**src/rtl/temp_pkg.sv**
```systemverilog
// temp_pkg: shared types, glyph codes and 14-segment patterns for temp_status_display.
// Latency: n/a (declarations and pure functions only).
// Backpressure: n/a.
package temp_pkg;

   // Number of time-multiplexed display digits (d4..d0).
   localparam int NUM_DIGITS = 5;

   typedef enum logic [1:0] {
      COLD   = 2'b00,
      NORMAL = 2'b01,
      HOT    = 2'b10
   } status_e;

   typedef enum logic [1:0] {
      IDLE   = 2'b00,
      CONV   = 2'b01,
      COMMIT = 2'b10
   } conv_state_e;

   // 4-bit glyph codes held in the digit registers. Codes 0..9 are the decimal digits.
   localparam logic [3:0] GC_C     = 4'd10;
   localparam logic [3:0] GC_N     = 4'd11;
   localparam logic [3:0] GC_H     = 4'd12;
   localparam logic [3:0] GC_DASH  = 4'd13;
   localparam logic [3:0] GC_BLANK = 4'd15;

   // Segment order {a,b,c,d,e,f,g1,g2,h,i,j,k,l,m}, MSB first. The N diagonal uses h and m.
   localparam logic [13:0] SEG_0     = 14'h3F00;
   localparam logic [13:0] SEG_1     = 14'h1800;
   localparam logic [13:0] SEG_2     = 14'h36C0;
   localparam logic [13:0] SEG_3     = 14'h3CC0;
   localparam logic [13:0] SEG_4     = 14'h19C0;
   localparam logic [13:0] SEG_5     = 14'h2DC0;
   localparam logic [13:0] SEG_6     = 14'h2FC0;
   localparam logic [13:0] SEG_7     = 14'h3800;
   localparam logic [13:0] SEG_8     = 14'h3FC0;
   localparam logic [13:0] SEG_9     = 14'h3DC0;
   localparam logic [13:0] SEG_C     = 14'h2700;
   localparam logic [13:0] SEG_N     = 14'h1B21;
   localparam logic [13:0] SEG_H     = 14'h1BC0;
   localparam logic [13:0] SEG_DASH  = 14'h00C0;
   localparam logic [13:0] SEG_BLANK = 14'h0000;

   // One double-dabble correction: add 3 to every BCD nibble that is 5 or more.
   function automatic logic [11:0] dabble_adj(input logic [11:0] bcd);
      logic [11:0] r;
      r = bcd;
      for (int i = 0; i < 3; i++) begin
         if (bcd[i*4 +: 4] >= 4'd5) begin
            r[i*4 +: 4] = bcd[i*4 +: 4] + 4'd3;
         end
      end
      return r;
   endfunction

   // Hysteretic classifier; all operands are 10-bit signed so thresholds never wrap.
   function automatic status_e next_status(input status_e            cur,
                                           input logic signed [9:0] t,
                                           input logic signed [9:0] cold_th,
                                           input logic signed [9:0] hot_th,
                                           input logic signed [9:0] hot_exit,
                                           input logic signed [9:0] cold_exit);
      status_e r;
      r = cur;
      case (cur)
         NORMAL: begin
            if (t >= hot_th)       r = HOT;
            else if (t <= cold_th) r = COLD;
         end
         HOT: begin
            if (t <= cold_th)       r = COLD;
            else if (t < hot_exit)  r = NORMAL;
         end
         COLD: begin
            if (t >= hot_th)        r = HOT;
            else if (t > cold_exit) r = NORMAL;
         end
         default: r = NORMAL;
      endcase
      return r;
   endfunction

   function automatic logic [3:0] status_glyph(input status_e s);
      logic [3:0] g;
      case (s)
         COLD:    g = GC_C;
         HOT:     g = GC_H;
         default: g = GC_N;
      endcase
      return g;
   endfunction

endpackage

```
**src/rtl/seg14_encode.sv**
```systemverilog
// seg14_encode: maps a 4-bit glyph code to its 14-segment pattern.
// Latency: combinational.
// Backpressure: none.
// Ports: code (glyph code in), seg (segment bits {a..m} out, active high).
module seg14_encode
   import temp_pkg::*;
(
   input  logic [3:0]  code,
   output logic [13:0] seg
);

   always_comb begin
      seg = SEG_BLANK;
      case (code)
         4'd0:    seg = SEG_0;
         4'd1:    seg = SEG_1;
         4'd2:    seg = SEG_2;
         4'd3:    seg = SEG_3;
         4'd4:    seg = SEG_4;
         4'd5:    seg = SEG_5;
         4'd6:    seg = SEG_6;
         4'd7:    seg = SEG_7;
         4'd8:    seg = SEG_8;
         4'd9:    seg = SEG_9;
         GC_C:    seg = SEG_C;
         GC_N:    seg = SEG_N;
         GC_H:    seg = SEG_H;
         GC_DASH: seg = SEG_DASH;
         default: seg = SEG_BLANK;
      endcase
   end

endmodule

```
**src/rtl/temp_status_display.sv**
```systemverilog
// temp_status_display: classifies each averaged temperature (COLD/NORMAL/HOT with hysteresis),
// converts it to decimal and scans it onto a 5-digit 14-segment display.
// Latency: 9 cycles strobe-to-display; backpressure: none, one-deep pending slot, last strobe wins.
// Ports: clk_i, rst_ni (async active-low), avg_i/avg_valid_i (sample strobe), busy_o,
//        status_o (00 COLD, 01 NORMAL, 10 HOT), seg_o {a..m}, digit_sel_o (one-hot, bit i = d_i).
// Optional macro STATUS_BLINK_EN: blanks seg_o on alternate BLINK_FRAMES-frame periods while HOT.
module temp_status_display
   import temp_pkg::*;
#(
   parameter int          SCAN_DIV     = 1000,
   parameter int          COLD_TH      = 5,
   parameter int          HOT_TH       = 30,
   parameter int unsigned HYST         = 2,
   parameter int          BLINK_FRAMES = 64
) (
   input  logic        clk_i,
   input  logic        rst_ni,
   input  logic [7:0]  avg_i,
   input  logic        avg_valid_i,
   output logic        busy_o,
   output logic [1:0]  status_o,
   output logic [13:0] seg_o,
   output logic [4:0]  digit_sel_o
);

   localparam int SCAN_W = $clog2(SCAN_DIV);

   localparam logic signed [9:0] COLD_LIM  = 10'(COLD_TH);
   localparam logic signed [9:0] HOT_LIM   = 10'(HOT_TH);
   localparam logic signed [9:0] HOT_EXIT  = 10'(HOT_TH - int'(HYST));
   localparam logic signed [9:0] COLD_EXIT = 10'(COLD_TH + int'(HYST));

   // Out-of-range configurations (SCAN_DIV < 2, BLINK_FRAMES < 1, HYST > 15) are not supported.
   if (SCAN_DIV < 2 || BLINK_FRAMES < 1 || HYST > 15) begin : g_bad_params
   end

   // ---------------------------------------------------------------- converter FSM
   conv_state_e state_q, state_d;
   logic        load, iter_step, commit;

   logic [7:0]  sample_q;
   logic [11:0] bcd_q;
   logic [7:0]  bin_q;
   logic [2:0]  iter_q;
   logic        pend_vld_q;
   logic [7:0]  pend_dat_q;

   always_ff @(posedge clk_i or negedge rst_ni) begin
      if (!rst_ni) state_q <= IDLE;
      else         state_q <= state_d;
   end

   always_comb begin
      state_d   = state_q;
      load      = 1'b0;
      iter_step = 1'b0;
      commit    = 1'b0;
      case (state_q)
         IDLE: begin
            if (avg_valid_i) begin
               state_d = CONV;
               load    = 1'b1;
            end
         end
         CONV: begin
            iter_step = 1'b1;
            if (iter_q == 3'd7) state_d = COMMIT;
         end
         COMMIT: begin
            commit = 1'b1;
            // A strobe on the commit cycle supersedes the slot (last value wins).
            if (avg_valid_i || pend_vld_q) begin
               state_d = CONV;
               load    = 1'b1;
            end else begin
               state_d = IDLE;
            end
         end
         default: state_d = IDLE;
      endcase
   end

   assign busy_o = (state_q != IDLE);

   // ---------------------------------------------------------------- pending slot
   always_ff @(posedge clk_i or negedge rst_ni) begin
      if (!rst_ni) begin
         pend_vld_q <= 1'b0;
         pend_dat_q <= '0;
      end else if (state_q == CONV && avg_valid_i) begin
         pend_vld_q <= 1'b1;
         pend_dat_q <= avg_i;
      end else if (commit) begin
         pend_vld_q <= 1'b0;
      end
   end

   // ---------------------------------------------------------------- double dabble
   logic [7:0] load_dat;
   logic [8:0] load_ext, load_mag;

   assign load_dat = avg_valid_i ? avg_i : pend_dat_q;
   assign load_ext = {load_dat[7], load_dat};
   assign load_mag = load_dat[7] ? (~load_ext + 9'd1) : load_ext;

   // The magnitude is 9 bits but only 8 iterations run: the first adjust of an all-zero BCD
   // register is a no-op, so the MSB is shifted straight into BCD bit 0 at capture.
   always_ff @(posedge clk_i or negedge rst_ni) begin
      if (!rst_ni) begin
         sample_q <= '0;
         bcd_q    <= '0;
         bin_q    <= '0;
         iter_q   <= '0;
      end else if (load) begin
         sample_q <= load_dat;
         bcd_q    <= {11'd0, load_mag[8]};
         bin_q    <= load_mag[7:0];
         iter_q   <= '0;
      end else if (iter_step) begin
         {bcd_q, bin_q} <= {dabble_adj(bcd_q), bin_q} << 1;
         iter_q         <= iter_q + 3'd1;
      end
   end

   // ---------------------------------------------------------------- commit: status + digits
   status_e                         status_q, status_nxt;
   logic    [NUM_DIGITS-1:0][3:0]   digit_q;
   logic signed [9:0]               t_ext;
   logic    [3:0]                   hund, tens, ones;

   assign t_ext      = {{2{sample_q[7]}}, sample_q};
   assign status_nxt = next_status(status_q, t_ext, COLD_LIM, HOT_LIM, HOT_EXIT, COLD_EXIT);
   assign hund       = bcd_q[11:8];
   assign tens       = bcd_q[7:4];
   assign ones       = bcd_q[3:0];

   always_ff @(posedge clk_i or negedge rst_ni) begin
      if (!rst_ni) begin
         status_q <= NORMAL;
         digit_q  <= {NUM_DIGITS{GC_BLANK}};
      end else if (commit) begin
         status_q   <= status_nxt;
         digit_q[4] <= status_glyph(status_nxt);
         digit_q[3] <= sample_q[7] ? GC_DASH : GC_BLANK;
         digit_q[2] <= (hund == 4'd0) ? GC_BLANK : hund;
         digit_q[1] <= (hund == 4'd0 && tens == 4'd0) ? GC_BLANK : tens;
         digit_q[0] <= ones;
      end
   end

   assign status_o = status_q;

   // ---------------------------------------------------------------- scanner
   logic [SCAN_W-1:0] presc_q;
   logic [2:0]        idx_q, idx_d;
   logic              scan_tc;
   logic [3:0]        sel_code;
   logic [13:0]       sel_seg, seg_q;
   logic [4:0]        digit_sel_q;

   assign scan_tc = (presc_q == SCAN_W'(SCAN_DIV - 1));

   always_comb begin
      idx_d = idx_q;
      if (scan_tc) idx_d = (idx_q == 3'd4) ? 3'd0 : idx_q + 3'd1;
   end

   // Glyph is looked up from the next index so seg_o and digit_sel_o switch on the same edge.
   always_comb begin
      sel_code = GC_BLANK;
      case (idx_d)
         3'd0:    sel_code = digit_q[0];
         3'd1:    sel_code = digit_q[1];
         3'd2:    sel_code = digit_q[2];
         3'd3:    sel_code = digit_q[3];
         3'd4:    sel_code = digit_q[4];
         default: sel_code = GC_BLANK;
      endcase
   end

   seg14_encode u_seg14_encode (
      .code (sel_code),
      .seg  (sel_seg)
   );

   always_ff @(posedge clk_i or negedge rst_ni) begin
      if (!rst_ni) begin
         presc_q     <= '0;
         idx_q       <= '0;
         digit_sel_q <= 5'b00001;
         seg_q       <= '0;
      end else begin
         presc_q     <= scan_tc ? '0 : presc_q + SCAN_W'(1);
         idx_q       <= idx_d;
         digit_sel_q <= 5'b00001 << idx_d;
         seg_q       <= sel_seg;
      end
   end

   assign digit_sel_o = digit_sel_q;

   // ---------------------------------------------------------------- optional HOT blink
`ifdef STATUS_BLINK_EN
   localparam int BF_W = (BLINK_FRAMES > 1) ? $clog2(BLINK_FRAMES) : 1;

   logic [BF_W-1:0] frame_cnt_q;
   logic            blink_on_q;
   logic            frame_end;

   assign frame_end = scan_tc && (idx_q == 3'd4);

   // Held at "on" outside HOT so each HOT episode starts visible and leaving HOT unmasks at once.
   always_ff @(posedge clk_i or negedge rst_ni) begin
      if (!rst_ni) begin
         frame_cnt_q <= '0;
         blink_on_q  <= 1'b1;
      end else if (status_q != HOT) begin
         frame_cnt_q <= '0;
         blink_on_q  <= 1'b1;
      end else if (frame_end) begin
         if (frame_cnt_q == BF_W'(BLINK_FRAMES - 1)) begin
            frame_cnt_q <= '0;
            blink_on_q  <= ~blink_on_q;
         end else begin
            frame_cnt_q <= frame_cnt_q + BF_W'(1);
         end
      end
   end

   assign seg_o = (status_q == HOT && !blink_on_q) ? 14'd0 : seg_q;
`else
   assign seg_o = seg_q;
`endif

endmodule

```
**config.mk**
```make
export PLATFORM = sky130hd
export DESIGN_NAME = temp_status_display
export DESIGN_NICKNAME = d
export VERILOG_FILES = /design/src/rtl/temp_pkg.sv /design/src/rtl/seg14_encode.sv /design/src/rtl/temp_status_display.sv
export SDC_FILE = /design/constraint.sdc
export NUM_CORES = 1
export LEC_CHECK = 0
export CAP_MARGIN = 20
export CORE_MARGIN = 5
export CORE_UTILIZATION = 63
export CTS_CLUSTER_DIAMETER = 100
export DETAILED_ROUTE_END_ITERATION = 10
export PLACE_DENSITY = 0.83
export SETUP_SLACK_MARGIN = 0.05
export SKIP_CTS_REPAIR_TIMING = 1
export SYNTH_ARGS = -nofsm -noshare
export SYNTH_HDL_FRONTEND = slang
export SYNTH_SLANG_ARGS = --single-unit
```
**constraint.sdc**
```tcl
create_clock -name clk_i -period 4.3 [get_ports clk_i]
set_clock_uncertainty 0.05 [all_clocks]
set_input_delay 0.645 -clock clk_i [delete_from_list [all_inputs] [get_ports clk_i]]
set_output_delay 0.645 -clock clk_i [all_outputs]
set_load 0.05 [all_outputs]
```
==> results of run 1 <==
-- per-stage QoR --
step           cells  hold slack (ns)  total power (W)  cell area [µm²]  setup slack (ns)
3_3_place_gp     539            0.400          0.00268             4660              1.37
6_report         556            0.105          0.00348             4960              1.12
2_1_floorplan    439            0.299          0.00239             4390              1.45
5_1_grt          556            0.104          0.00373             4960             0.891
4_1_cts          555            0.413          0.00349             4930              1.15
3_5_place_dp     539            0.401          0.00274             4660              1.18
-- report_power, final --
group / internal [W] / total (W) / switching (W)
clock network: 0.000460 / 0.000738 / 0.000278
registers: 0.00115 / 0.00136 / 0.000217
logic: 0.000552 / 0.00138 / 0.000826
-- kinds of logic (layout without fill, tap and decap cells) --
group / after synthesis / in the layout / synth area share
AOI/OAI and AO/OA: 106 / 106 / 0.164
xor gates and xnor gates: 14 / 14 / 0.0280
adders and majority gates: 19 / 19 / 0.0543
buffers and inverters: 47 / 68 / 0.0506
DFF: 85 / 85 / 0.491
muxes: 21 / 21 / 0.0503
other: 1 / 4 / 0.000857
and+or+nand+nor: 143 / 143 / 0.161
-- worst max path at each step --
stage	slack (ns)	depth (start not counted)	startpoint	to
2_1_floorplan	1.45	12	idx_q[0]	seg_o[10]
3_3_place_gp	1.37	11	idx_q[0]	seg_o[10]
3_5_place_dp	1.18	12	idx_q[0]	seg_o[10]
4_1_cts	1.15	12	idx_q[0]	seg_o[10]
5_1_grt	0.89	12	idx_q[0]	seg_o[13]
6_report	1.12	12	idx_q[0]	seg_o[10]
-- state kept, by name (all words and copies together), names as in the netlist, 5 cells and up --
name and flops:
pend_dat_q 8, bin_q 8, bcd_q 12, digit_sel_o 5, seg_o 8, digit_q 16
sample_q 7, presc_q 10
-- layout make-up --
| cell class | count | area (µm²) |
|---|---|---|
| flip-flops and latches | 85 | 2150 |
| multi-input cells | 307 | 2020 |
| fillers | 499 | 1840 |
| repair buffers | 31 | 320 |
| clock buffers | 10 | 138 |
| clock inverters | 6 | 134 |
| well taps | 96 | 120 |
| inverters | 21 | 78.8 |
-- worst reg2reg max path, stage by stage (launching register included) --
cell and delay [ns]:
dfrtp_1 0.48, inv_1 0.07, ha_1 0.34, a21boi_0 0.13, and4_1 0.25, nor2_2 0.16
inv_1 0.20, o31a_1 0.29, a41oi_2 0.38, inv_1 0.16, ha_1 0.25, mux2i_1 0.20
a22o_1 0.16
-- routing by layer --
layer  GRT usage  share of wire  vias up
met5           0              0        -
met1       0.259           0.43     1541
met4       0.105          0.026        0
li1            -              -     1572
met2       0.338           0.50       74
met3      0.0475          0.041       21
-- layout by cell type, fill, tap and decap left out, drive strengths merged, types with 5 or more instances in the layout --
cell	n
dfrtp	67
nand2	55
o21ai	42
nor2	29
clkdlybuf4s50	27
inv	21
ha	19
dfstp	18
nand3	18
a21oi	15
mux2i	13
a31oi	11
clkbuf	10
xnor2	9
nand2b	8
mux2	8
and3	5
nor3	5
xor2	5
o31ai	5
==> flow_summary_export.csv, run 1 <==
group,metric,value,unit
floorplan,ios,33,
routing,routedWlPerCell,15.0,µm
critical_path,worst-setup-path-type,"flip-flop to flip-flop",
cells_and_area,nets,485,
synthesis,synthDistinctLibCells,60,
outcome,outcome,"finished clean",
synthesis,yosysWarnings,0,
floorplan,dieArea,8710,µm²
timing,final-hold-violation-count,0,
global_route,grt_pass1_vias,3123,
pwr,powerDensity,702,nW/µm²
floorplan,die_x,93.4,µm
pwr,peakVddDrop,413,µV
cts,root_buffer,"clkbuf_8",
routing,routed_wl,8320,µm
floorplan,core,6790,µm²
global_route,grt_pass1_wl,14300,µm
cts,cts_tree,"built",
timing,timing.final.crit_share,0.739,
cells_and_area,final_util,0.730,
critical_path,cp.arrival,3.43,ns
critical_path,crit_top_cell,"inv_1",
timing,setup_viol,0,
critical_path,worst-r2r-setup-slack,1.12,ns
critical_path,r2r_cells,12,
routing,viasPerCell,5.77,
synthesis,synthCells,436,
synthesis,synth_top_cell_area_share,0.383,
critical_path,r2r_end,"seg_o[10]",
timing,period_minus_slack,3.18,ns
critical_path,path_max_fanout,13,
critical_path,r2r-start,"idx_q[0]",
synthesis,yosys-top-cells-count,"dfrtp_1 (67), nand2_1 (55), o21ai_0 (42)",
timing,fmaxAchievable,315,MHz
placed_design,io_buffer_count,28,
cts,insertion_delay,0.35,ns
global_route,antenna_found_initial,0,
synthesis,ys.flop_type,"dfrtp_1",
cts,cts_buffer_depth,2,
cells_and_area,n_antenna_cell,0,
critical_path,slowest_stage,"dfrtp_1",
critical_path,startpoint_type,"flip-flop",
cts,clock-sinks,85,
cts,path_clk_slew,0.08,ns
routing,drt_iter0_drc,140,
critical_path,worstPathCellList,"inv_1 -> ha_1 -> a21boi_0 -> and4_1 -> nor2_2 -> inv_1 -> o31a_1 -> a41oi_2 -> inv_1 -> ha_1 -> mux2i_1 -> a22o_1",
placed_design,dp_hpwl,5610,µm
worst_hold_path,hold_class,"input pin to async pin",
critical_path,crit_path_end_kind,"flip-flop",
floorplan,die_h,93.4,µm
critical_path,path_delay_family,"compound AO/OA/AOI/OAI gates",
floorplan,initial_core_util,0.644,
routing,drtAntennaViolNets,0,
routing,num_vias,3208,
pwr,p_leak,2.15,nW
timing,max-slew-margin-rel,0.264,
cts,htree_levels,3,
synthesis,synth_edf_count,0,
synthesis,avgSynthCellArea,10.0,µm²
critical_path,path_buf_inv,3,
timing,maxSlewViolCount,0,
cts,cts_inserted_buffers,9,
cells_and_area,drive_gt1_frac,0.126,
global_route,grt_max_degree,86,
synthesis,ys_seq_area_frac,0.491,
synthesis,synth.most_common_cell,"dfrtp_1",
synthesis,synth_top_cell_by_area,"dfrtp_1",
synthesis,synth_area,4380,µm²
flow_run,cap_viol_max_count,0,
synthesis,ys_ff_latch,85,
critical_path,required,4.55,ns
floorplan,row_count,30,
timing,tightest_slew,1.10,ns
routing,drt_pass1_iterations,4,
critical_path,cp_slowest_stage_delay,0.48,ns
synthesis,synth.area.top_cells,"dfrtp_1 (38%), dfstp_2 (11%), ha_1 (5.4%), o21ai_0 (4.8%), nand2_1 (4.7%)",
placed_design,gp_congestion,0.899,
global_route,grt_use_total,0.208,
global_route,overflow,0,
synthesis,async_reset_ff_frac,1.00,
cells_and_area,area_growth,13.3,%
timing,tns,0,ns
routing,drc,0,
timing,rsz0062_at_grt,"no",
(Power assumes the default switching activity.)
==> run 2: changes to the inputs <==
- CORE_UTILIZATION: 63 -> 58
- PLACE_DENSITY: 0.83 -> 0.77
- clock period: 4.3 -> 3.1 ns (I/O delays scaled with it)
==> run 2 against run 1 <==
Sequential share of layout area decreased by 0.21 points. Worst hold slack improved by 0.31 ns. Via count increased by 1.0%. Maximum frequency increased by 9.9%. Setup slack got worse by 0.91 ns. Wire length increased by 0.93%. Design area increased by 0.48%. Count of clock-buffer cells in the layout decreased by 1. Clock power increased by 6.4%. Critical path type unchanged. Largest cell class unchanged. Largest power group unchanged.
==> flow_summary_export.csv, run 2 (synthesized netlist as in run 1, its figures left out) <==
group,metric,value,unit
critical_path,path_max_fanout,13,
critical_path,cp_slowest_stage_delay,0.47,ns
critical_path,required,3.35,ns
routing,drtAntennaViolNets,0,
critical_path,path_buf_inv,2,
timing,setup_ws,0.208,ns
routing,drc,0,
critical_path,crit_top_cell,"ha_1",
routing,num_vias,3241,
floorplan,die_h,96.9,µm
global_route,grt_use_total,0.187,
cells_and_area,final_common_cell,"dfrtp_1",
cts,cts_buffer_depth,2,
worst_hold_path,hold_class,"flip-flop to flip-flop",
routing,drt_pass1_iterations,4,
cells_and_area,n_antenna_cell,0,
cts,htree_levels,3,
critical_path,crit_path_end_kind,"flip-flop",
outcome,outcome,"finished clean",
floorplan,core,7290,µm²
cells_and_area,final_area,4980,µm²
pwr,powerDensity,929,nW/µm²
cells_and_area,top_regs,"digit_q: 16 flops, bcd_q: 12 flops, presc_q: 10 flops",
routing,drt_iter0_drc,86,
pwr,power,0.00463,W
cells_and_area,area_growth,13.8,%
timing,maxSlewViolCount,0,
cells_and_area,nFillCells,612,
global_route,met1_usage,0.240,
timing,rsz0062_at_grt,"no",
timing,tightest_slew,0.776,ns
cts,insertion_delay,0.35,ns
cells_and_area,nets,495,
cells_and_area,multiInputGateArea,2030,µm²
floorplan,ios,33,
timing,final-hold-violation-count,0,
pwr,peakVddDrop,595,µV
critical_path,path_delay_family,"simple AND/OR/NAND/NOR gates",
routing,viasPerCell,5.70,
cells_and_area,largest_reg_flops,16,
floorplan,row_count,31,
timing,max-slew-margin-rel,0.482,
routing,routedWlPerCell,14.8,µm
global_route,grt_pass1_vias,3155,
flow_run,cap_viol_max_count,0,
cells_and_area,drive_gt1_frac,0.151,
cells_and_area,fin_cells,569,
global_route,grt_max_degree,86,
placed_design,dp_cells,550,
global_route,overflow,0,
critical_path,cp.arrival,3.14,ns
pwr,p_leak,2.15,nW
global_route,antenna_found_initial,0,
placed_design,place_area,4720,µm²
floorplan,die_x,96.9,µm
global_route,grt.busiest_layer,"met2",
critical_path,worstPathCellList,"inv_1 -> ha_1 -> a21boi_0 -> and4_2 -> nor2_4 -> inv_2 -> or4_1 -> and3_2 -> ha_1 -> mux2i_1 -> a22o_1",
cts,root_buffer,"clkbuf_8",
placed_design,gp_congestion,0.823,
critical_path,startpoint_type,"flip-flop",
global_route,grt_pass1_wl,14600,µm
global_route,grt_util_met2,0.309,
cts,cts_tree,"built",
cells_and_area,final-seq-area,2150,µm²
cells_and_area,layout_common_cells,"dfrtp_1 (67), nand2_1 (55), o21ai_0 (42)",
critical_path,slowest_stage,"or4_1",
floorplan,dieArea,9380,µm²
floorplan,initial_core_util,0.600,
cts,cts_inserted_buffers,9,
timing,period_minus_slack,2.89,ns
placed_design,dp_hpwl,5900,µm
global_route,grt_util_met3,0.0338,
timing,fmaxAchievable,346,MHz
placed_design,io_buffer_count,28,
routing,routed_wl,8400,µm
timing,timing.final.crit_share,0.933,
cells_and_area,top_register,"digit_q",
timing,tns,0,ns
timing,setup_viol,0,
cts,path_clk_slew,0.08,ns
cts,clock-sinks,85,
critical_path,worst-setup-path-type,"flip-flop to flip-flop",
placed_design,place_ws,0.126,ns
==> run 2: changes by cell type in the layout (fill, tap and decap cells not counted), moves of 2 or more <==
cell        before  now
buf_4            3   11
clkinvlp_4       0    4
bufinv_16        4    1
and4_1           3    1
and4_2           0    2
==> run 2: through the flow <==
stage	hold slack, ns	utilization
4_1_cts	0.262	0.675
3_3_place_gp	0.402	0.648
5_1_grt	0.439	0.683
3_5_place_dp	0.401	0.648
6_report	0.414	0.683
2_1_floorplan	0.119	-
==> run 2: area by class of cell <==
type,instances,area share
tap,99,0.0249
multi-input combinational,307,0.407
sequential,85,0.432
clock inverter,7,0.0148
timing repair buffer,41,0.0814
clock buffer,9,0.0249
inverter,21,0.0158
==> run 2: power breakdown <==
group	internal, W	switching (W)
logic	0.000812	0.00115
registers	0.00159	0.000294
clock network	0.000373	0.000411
total	0.00277	0.00185
==> run 2: final timing paths <==
kind | startpoint | end | slack [ns] | cells past startpoint
max | idx_q[1] | seg_o[10] | 0.21 | 11
min | digit_q[3] | digit_q[3] | 0.41 | 2
max reg2reg | idx_q[1] | seg_o[10] | 0.21 | 11
min reg2reg | digit_q[3] | digit_q[3] | 0.41 | 2
max in group asynchronous | rst_ni | digit_q[10] | 1.88 | 3
min in group asynchronous | rst_ni | presc_q[9] | 0.47 | 2
==> run 2: worst register-to-register path, delay by kind of cell (launching register included) <==
kind	cells	cell delay, ns
AND/OR/NAND/NOR	4	1.14
adder cells (fa/ha/maj)	2	0.56
flip-flops	1	0.41
AO/OA/AOI/OAI	2	0.29
buffers and inverters	2	0.20
multiplexers	1	0.19
==> run 2: layer usage <==
| layer | share of wire | up-vias |
|---|---|---|
| li1 | - | 1592 |
| met1 | 0.46 | 1582 |
| met2 | 0.49 | 51 |
| met3 | 0.032 | 16 |
| met4 | 0.023 | 0 |
| met5 | 0 | - |
